===== src/rtl/run_stream_gen_if.sv =====
// Token and serial-stream signals of the run-length stream generator.
// The master side supplies tokens; the slave side is the generator.
interface run_stream_gen_if #(
    parameter int LEN_W = 4,
    parameter int CNT_W = 8
);
    logic             start;
    logic             bit_in;
    logic [LEN_W-1:0] len_in;
    logic             ready;
    logic             w;
    logic             w_valid;
    logic             run_done;
    logic [CNT_W-1:0] run_cnt;

    modport master (
        output start, bit_in, len_in,
        input  ready, w, w_valid, run_done, run_cnt
    );

    modport slave (
        input  start, bit_in, len_in,
        output ready, w, w_valid, run_done, run_cnt
    );
endinterface


===== src/rtl/run_stream_gen.sv =====
// Run-length stimulus generator: turns (bit, length) tokens into a serial
// stream of equal bits, with a one-deep pending slot for gapless back-to-back runs.
module run_stream_gen #(
    parameter int LEN_W = 4,
    parameter int CNT_W = 8
) (
    input  logic           Clock,
    input  logic           Resetn,
    run_stream_gen_if.slave bus
);

    typedef enum logic {
        IDLE = 1'b0,
        SEND = 1'b1
    } state_t;

    state_t           state_reg;
    logic             act_bit_reg;
    logic [LEN_W-1:0] act_rem_reg;
    logic             pend_bit_reg;
    logic [LEN_W-1:0] pend_len_reg;
    logic             pend_valid_reg;
    logic [CNT_W-1:0] run_cnt_reg;

    logic             accept;
    logic             last_bit;

    // Zero-length tokens are handshaken but never occupy a slot.
    assign accept   = bus.start && !pend_valid_reg && (bus.len_in != '0);
    assign last_bit = (state_reg == SEND) && (act_rem_reg == LEN_W'(1));

    always_ff @(posedge Clock or negedge Resetn) begin
        if (!Resetn) begin
            state_reg      <= IDLE;
            act_bit_reg    <= 1'b0;
            act_rem_reg    <= '0;
            pend_bit_reg   <= 1'b0;
            pend_len_reg   <= '0;
            pend_valid_reg <= 1'b0;
            run_cnt_reg    <= '0;
        end else begin
            case (state_reg)
                IDLE: begin
                    if (accept) begin
                        state_reg   <= SEND;
                        act_bit_reg <= bus.bit_in;
                        act_rem_reg <= bus.len_in;
                    end
                end
                SEND: begin
                    if (act_rem_reg == LEN_W'(1)) begin
                        run_cnt_reg <= run_cnt_reg + 1'b1;
                        // A full pending slot blocks acceptance, so it always wins here.
                        if (pend_valid_reg) begin
                            act_bit_reg    <= pend_bit_reg;
                            act_rem_reg    <= pend_len_reg;
                            pend_valid_reg <= 1'b0;
                        end else if (accept) begin
                            act_bit_reg <= bus.bit_in;
                            act_rem_reg <= bus.len_in;
                        end else begin
                            state_reg   <= IDLE;
                            act_rem_reg <= '0;
                        end
                    end else begin
                        act_rem_reg <= act_rem_reg - 1'b1;
                        if (accept) begin
                            pend_bit_reg   <= bus.bit_in;
                            pend_len_reg   <= bus.len_in;
                            pend_valid_reg <= 1'b1;
                        end
                    end
                end
            endcase
        end
    end

    assign bus.ready    = !pend_valid_reg;
    assign bus.w_valid  = (state_reg == SEND);
    assign bus.w        = (state_reg == SEND) ? act_bit_reg : 1'b0;
    assign bus.run_done = last_bit;
    assign bus.run_cnt  = run_cnt_reg;

endmodule


===== src/flat_wrapper.sv =====
// flat-port wrapper written by rule: the top's interface ports become plain ports
module run_stream_gen_flat 
#(
    parameter int LEN_W = 4,
    parameter int CNT_W = 8
)
  (Clock, Resetn, bus_start, bus_bit_in, bus_len_in, bus_ready, bus_w, bus_w_valid, bus_run_done, bus_run_cnt);
  run_stream_gen_if #(.LEN_W(LEN_W), .CNT_W(CNT_W)) bus_i ();
  input  logic Clock;
  input  logic Resetn;
  input wire logic [$bits(bus_i.start)-1:0] bus_start;
  input wire logic [$bits(bus_i.bit_in)-1:0] bus_bit_in;
  input wire logic [$bits(bus_i.len_in)-1:0] bus_len_in;
  output wire logic [$bits(bus_i.ready)-1:0] bus_ready;
  output wire logic [$bits(bus_i.w)-1:0] bus_w;
  output wire logic [$bits(bus_i.w_valid)-1:0] bus_w_valid;
  output wire logic [$bits(bus_i.run_done)-1:0] bus_run_done;
  output wire logic [$bits(bus_i.run_cnt)-1:0] bus_run_cnt;
  assign bus_i.start = bus_start;
  assign bus_i.bit_in = bus_bit_in;
  assign bus_i.len_in = bus_len_in;
  assign bus_ready = bus_i.ready;
  assign bus_w = bus_i.w;
  assign bus_w_valid = bus_i.w_valid;
  assign bus_run_done = bus_i.run_done;
  assign bus_run_cnt = bus_i.run_cnt;
  run_stream_gen #(.LEN_W(LEN_W), .CNT_W(CNT_W)) u_core (.Clock(Clock), .Resetn(Resetn), .bus(bus_i));
endmodule

===== config.mk =====
export PLATFORM = sky130hd
export DESIGN_NAME = run_stream_gen_flat
export DESIGN_NICKNAME = d
export VERILOG_FILES = /design/src/rtl/run_stream_gen_if.sv /design/src/rtl/run_stream_gen.sv /design/src/flat_wrapper.sv
export SDC_FILE = /design/constraint.sdc
export NUM_CORES = 1
export LEC_CHECK = 0
export CORE_MARGIN = 4
export CORE_UTILIZATION = 24
export DETAILED_ROUTE_END_ITERATION = 10
export DONT_BUFFER_PORTS = 1
export PLACE_DENSITY_LB_ADDON = 0.25
export SLEW_MARGIN = 15
export SYNTH_ARGS = -nofsm -noshare
export SYNTH_HDL_FRONTEND = slang
export SYNTH_SLANG_ARGS = --single-unit

===== constraint.sdc =====
create_clock -name Clock -period 3.43 [get_ports Clock]
set_input_delay 1.029 -clock Clock [delete_from_list [all_inputs] [get_ports Clock]]
set_output_delay 1.029 -clock Clock [all_outputs]
set_load 0.05 [all_outputs]

==> metrics.md, run 1 <==
| Metric | Value |
|---|---|
| Outcome | completed |
| Mapped Area | 1030 um2 |
| Cells after synthesis | 91 |
| Full die area | 5400 um2 |
| Final period util | 73.9% |
| Most used routing layer in global routing | met2 |
| Worst path required time | 2400 ps |
| Min Hold Slack | 455 ps |
| Num CTS Buffers | 3 |
| Final WL | 2.16 mm |
| Post-DP HPWL | 1.65 mm |
| Int Pwr | 661 uW |
| Wire per inst | 15.3 um |
| Final GP Congestion | 0.772 |
| Yosys warnings | 0 |
| Worst-path maximum fanout | 16 |
| Global-route wire length before repair | 3.72 mm |
| Crit-path slowest cell | and4bb_2 |
| Setup Fix Bufs, Post-CTS | 0 |
| Drt pass-1 iters | 4 |
| # IOs | 20 |
| Pwr Density | 1000 nW/um2 |
| Unique cell type count in the Yosys netlist | 38 |
| Worst Max-Slew Pin Slew | 587 ps |
| Total GRT Usage | 9.05% |
| Via Count | 698 |
| Filler cells | 430 |
| Setup crit start kind | register |
| Vias in the first global route | 752 |
| CP endpoint kind | primary output |
| Asr flop ratio synth | 100% |
| Combinational power share | 35.0% |
| Slowest Stage Delay on Critical Path | 570 ps |
| Critical path class | register to primary output |
| Post-synthesis register bit count | 20 |
| Area growth from synthesis to layout | 11.3% |
| Static Leak | 0.488 nW |
| Setup ws final | 894 ps |
| Critical Path, Cell by Cell | buf_4 > and4bb_2 |
| Final hold violation count | 0 |
| Cts hold-fix bufs | 0 |
| Fin area | 1150 um2 |
| DRC | 0 |
| Mapped Nets | 102 |
| Minimum clock period | 2540 ps |
| Post-synthesis sequential area ratio | 48.6% |
| Arrival time worst endpoint | 1510 ps |
| Initial antenna violation count | 0 |
| Post-synth EDFFs | 0 |
| Die Y | 73.5 um |
| Worst slack, placed | 1120 ps |
| Nets | 103 |
| Max_cap viols | 0 |
| Clock-pin slew on the worst setup and hold paths | 80 ps |
| GR Util met3 | 3.69% |
| Critical path's top delay family | simple AND/OR/NAND/NOR gates |
| CTS tree | yes |
| Max transition margin | 60.9% |
| Clock H-tree levels | 1 |
| Post-DP Area | 1070 um2 |
| Rows | 23 |
| Clk buf depth | 2 |
| Final Max Tran Viols | 0 |
| Root Buffer | clkbuf_8 |
| GR Util met2 | 14.3% |
| Worst vdd ir | 0.426 mV |
| Top cells by area, synth | dfrtp_1 49%, mux2_1 5.5%, xnor2_1 4.3% |
| Max reg flops | 8 |
| Post-route ant nets | 0 |
| Most used DFF post-synth | dfrtp_1 |
| Sequential share of power | 44.4% |
| Area leader, netlist | dfrtp_1 |
| Clk network pwr share | 20.6% |
| Post-CTS sizing | 0 |
| Initial core utilization | 25.2% |
| ANT cells | 0 |
| Share of the synthesized area in the top cell type | 48.6% |
| P_sw | 489 uW |
| Initial DRC Count | 63 |
| Finish-stage setup viols | 0 |
| Sw Share | 42.5% |
| CP Buf/Inv Count | 1 |
| Worst skew pair latency | 260 ps |
| Hold Crit Class | primary input to async pin |
| Core area | 4090 um2 |
| Avg Cell Area, Syn | 11.3 um2 |
| M1 GR Usage | 11.4% |
| Peak Freq | 0.394 GHz |
| Global route total overflow | 0 |
| Setup TNS | 0 ps |
| RSZ-0062 raised after global routing | no |
| Fraction of layout cells with a size suffix above 1 | 14.3% |
| Clk sinks | 20 |
| Clock skew | 1.77 ps |
| Die width | 73.5 um |
| IO buf count | 0 |
| Vias per cell | 4.95 |
| Largest net degree at the start of global routing | 21 |
## cells in the final DEF, fill, tap and decap left out, types with 2 or more instances in the layout
master    synthesis  final
dfrtp_1          20     20
o21ai_0           2      2
inv_1             4      4
mux2_1            5      5
clkbuf_8          0      3
a22oi_1           2      2
a21o_1            2      2
and2_4            2      2
a21oi_1           4      4
ha_1              3      3
and3_1            3      3
xor2_1            2      2
nand2_1           4      4
a221oi_1          3      3
xnor2_1           5      5
o211ai_1          2      2
nand3_1           3      3
nand4_1           2      2
## worst register-to-register path, stage by stage (launching register included)
cell and delay (ps):
dfrtp_1 370, buf_4 300, and4bb_2 580, and4_1 340, nand3_1 110, xnor2_1 160
## synth_stat cells, types with 2 or more instances
library cell,n
ha_1,3
xor2_1,2
a21oi_1,4
inv_1,4
clkbuf_1,2
xnor2_1,5
and2_4,2
mux2_1,5
buf_2,2
o21ai_0,2
dfrtp_1,20
nand3_1,3
o211ai_1,2
a21o_1,2
and3_1,3
nand2_1,4
nand4_1,2
a22oi_1,2
a221oi_1,3
## cell type report
cell class	instances	area, um2	share of cell area, %
Sequential cell	20	500	43.7
Multi-Input combinational cell	62	489	42.7
Inverter	4	15.0	1.31
Tap cell	50	62.6	5.46
Clock inverter	1	30.0	2.62
Timing Repair Buffer	1	7.51	0.655
Clock buffer	3	41.3	3.60
## power by group through the flow
stage	combinational, mW	sequential [mW]	clock [mW]
after global placement	0.405	0.512	0
after floorplan	0.357	0.494	0
after detailed placement	0.408	0.514	0
after CTS	0.409	0.511	0.243
final	0.402	0.511	0.237
after global routing	0.454	0.526	0.253
## layer usage
layer  wire, um  vias to the layer above  part of all wire, %
met1        909                      331                   42
met5          0                        -                    0
met4         17                        0                 0.79
met3        218                        2                   10
li1           -                      335                    -
met2       1020                       30                   47
## stage by stage
step	utilization [%]	cells	power (mW)
6_report	28.0	141	1.15
5_1_grt	28.0	141	1.23
3_5_place_dp	26.3	137	0.923
2_1_floorplan	-	91	0.851
3_3_place_gp	26.3	137	0.917
4_1_cts	28.0	141	1.16
## path summary, 6_finish.rpt
kind	slack, ps	endpoint	depth (start not counted)	start
worst max-delay path	890	bus_run_done	2	u_core.bus.w_valid
worst min-delay path	460	u_core.bus.run_cnt[0]	0	Resetn
worst max register to register	1460	u_core.bus.run_cnt[5]	5	u_core.bus.w_valid
worst min register to register	500	u_core.pend_bit_reg	1	u_core.pend_bit_reg
max in group asynchronous	2900	u_core.act_rem_reg[0]	0	Resetn
min in group Clock	500	u_core.pend_bit_reg	1	u_core.pend_bit_reg
## logic make-up after synthesis
logic type / count (synthesis) / synth area share (%)
adder cells (fa/ha/maj): 3 / 3.65
AO/OA/AOI/OAI: 21 / 15.2
buffers and inverters: 9 / 3.89
XOR/XNOR: 7 / 5.95
AND/OR/NAND/NOR: 25 / 16.2
multiplexers: 6 / 6.56
flip-flops: 20 / 48.6
(Power assumes the default switching activity.)
==> run 2: changes to the inputs <==
==> constraint.sdc (replaced) <==
create_clock -name Clock -period 2.45 [get_ports Clock]
set_input_delay 0.735 -clock Clock [delete_from_list [all_inputs] [get_ports Clock]]
set_output_delay 0.735 -clock Clock [all_outputs]
set_load 0.05 [all_outputs]
==> run 2 against run 1 <==
Compared with the run above: cell count rose by 1.4%; sequential share of layout area fell by 0.56 points; critical path type unchanged; core utilization increased by 0.37 points; critical endpoint unchanged.
==> metrics.md, run 2 (synthesis results as in run 1) <==
| Metric | Value |
|---|---|
| Outcome | completed |
| Worst path required time | 1710 ps |
| Root Buffer | clkbuf_8 |
| Worst Max-Slew Pin Slew | 588 ps |
| Final period util | 90.5% |
| Via Count | 725 |
| Vias in the first global route | 732 |
| Setup ws final | 233 ps |
| Finish-stage setup viols | 0 |
| Fin area | 1160 um2 |
| Vias per cell | 5.07 |
| Commonest cells after routing, fill and taps aside | 20 x dfrtp_1, 5 x mux2_1, 5 x xnor2_1 |
| Die width | 73.5 um |
| Worst-path maximum fanout | 8 |
| Fraction of layout cells with a size suffix above 1 | 16.1% |
| Setup TNS | 0 ps |
| CTS tree | yes |
| Max transition margin | 60.8% |
| Post-DP Area | 1090 um2 |
| Clk buf depth | 2 |
| Setup Fix Bufs, Post-CTS | 0 |
| CP endpoint kind | primary output |
| Clock-pin slew on the worst setup and hold paths | 70 ps |
| Filler cells | 434 |
| DRC | 0 |
| Largest net degree at the start of global routing | 21 |
| Initial core utilization | 25.2% |
| Critical path class | register to primary output |
| Post-route ant nets | 0 |
| Final hold violation count | 0 |
| Post-CTS sizing | 0 |
| Total GRT Usage | 8.87% |
| Num CTS Buffers | 3 |
| Area growth from synthesis to layout | 12.8% |
| Worst slack, placed | 431 ps |
| Clock skew | 1.87 ps |
| FF+latch area | 500 um2 |
| RSZ-0062 raised after global routing | no |
| Initial DRC Count | 91 |
| Die Y | 73.5 um |
| Pwr Density | 1410 nW/um2 |
| Worst skew pair latency | 250 ps |
| R2R Setup Slk | 470 ps |
| Setup crit start kind | register |
| Area of the multi-input gates | 489 um2 |
| Max reg flops | 8 |
| Minimum clock period | 2220 ps |
| Clk sinks | 20 |
| Total chip power | 1.63 mW |
| Clock H-tree levels | 1 |
| Final GP Congestion | 0.840 |
| Cts hold-fix bufs | 0 |
| Worst vdd ir | 0.624 mV |
| Global route total overflow | 0 |
| Hold Crit Class | primary input to async pin |
| Max_cap viols | 0 |
| Setup crit end | bus_run_done |
| Post-DP HPWL | 1.71 mm |
| Nets | 105 |
| Rows | 23 |
| Peak Freq | 0.451 GHz |
| Final WL | 2.27 mm |
| RR Startpoint | u_core.act_rem_reg[1] |
| Wire per inst | 15.9 um |
| Global-route wire length before repair | 3.68 mm |
| Full die area | 5400 um2 |
| Static Leak | 0.499 nW |
| ANT cells | 0 |
| Drt pass-1 iters | 4 |
| Arrival time worst endpoint | 1480 ps |
| Final Max Tran Viols | 0 |
| Core area | 4090 um2 |
| Worst Setup SP | u_core.act_rem_reg[1] |
| FF-to-FF End | u_core.bus.run_cnt[7] |
| # IOs | 20 |
| IO buf count | 0 |
| FF-to-FF path depth | 6 |
| Initial antenna violation count | 0 |
| Commonest non-fill, non-tap cell in the layout | dfrtp_1 |
-- run 2: stage by stage --
stage / instances / hold slack, ps / utilization (%)
floorplan: 91 / 439 / -
global placement: 139 / 440 / 26.7
detailed placement: 139 / 440 / 26.7
CTS: 143 / 158 / 28.4
global route: 143 / 140 / 28.4
finish: 143 / 165 / 28.4
-- run 2: worst min-delay path by stage --
stage               cells after the start    from  slack [ps]                     to
CTS                                     0  Resetn         160  u_core.bus.run_cnt[0]
finish                                  0  Resetn         170  u_core.act_rem_reg[3]
detailed placement                      0  Resetn         440  u_core.act_rem_reg[3]
floorplan                               0  Resetn         440     u_core.act_bit_reg
global route                            0  Resetn         140  u_core.bus.run_cnt[2]
global placement                        0  Resetn         440  u_core.act_rem_reg[3]
-- run 2: layout make-up --
type | count | area share [%]
clock buffer | 3 | 3.56
timing repair buffer | 3 | 1.94
multi-input combinational | 62 | 42.1
sequential | 20 | 43.1
tap | 50 | 5.39
inverter | 4 | 1.29
clock inverter | 1 | 2.59
-- run 2: metal layers --
layer / vias up / track usage, % / wire, um
met4: 0 / 0.604 / 0
met1: 364 / 9.97 / 957
li1: 339 / - / -
met2: 22 / 15.2 / 1130
met3: 0 / 5.20 / 184
met5: - / 0 / 0
-- run 2: power by group --
group	internal [mW]	total [mW]	switching, mW
Combinational	0.262	0.594	0.332
Sequential	0.462	0.714	0.252
Clock	0.218	0.326	0.108
-- run 2: critical path: stages (launching register included) --
cell      delay, ps
dfrtp_1         410
inv_1            80
ha_1            170
and4bb_2        560
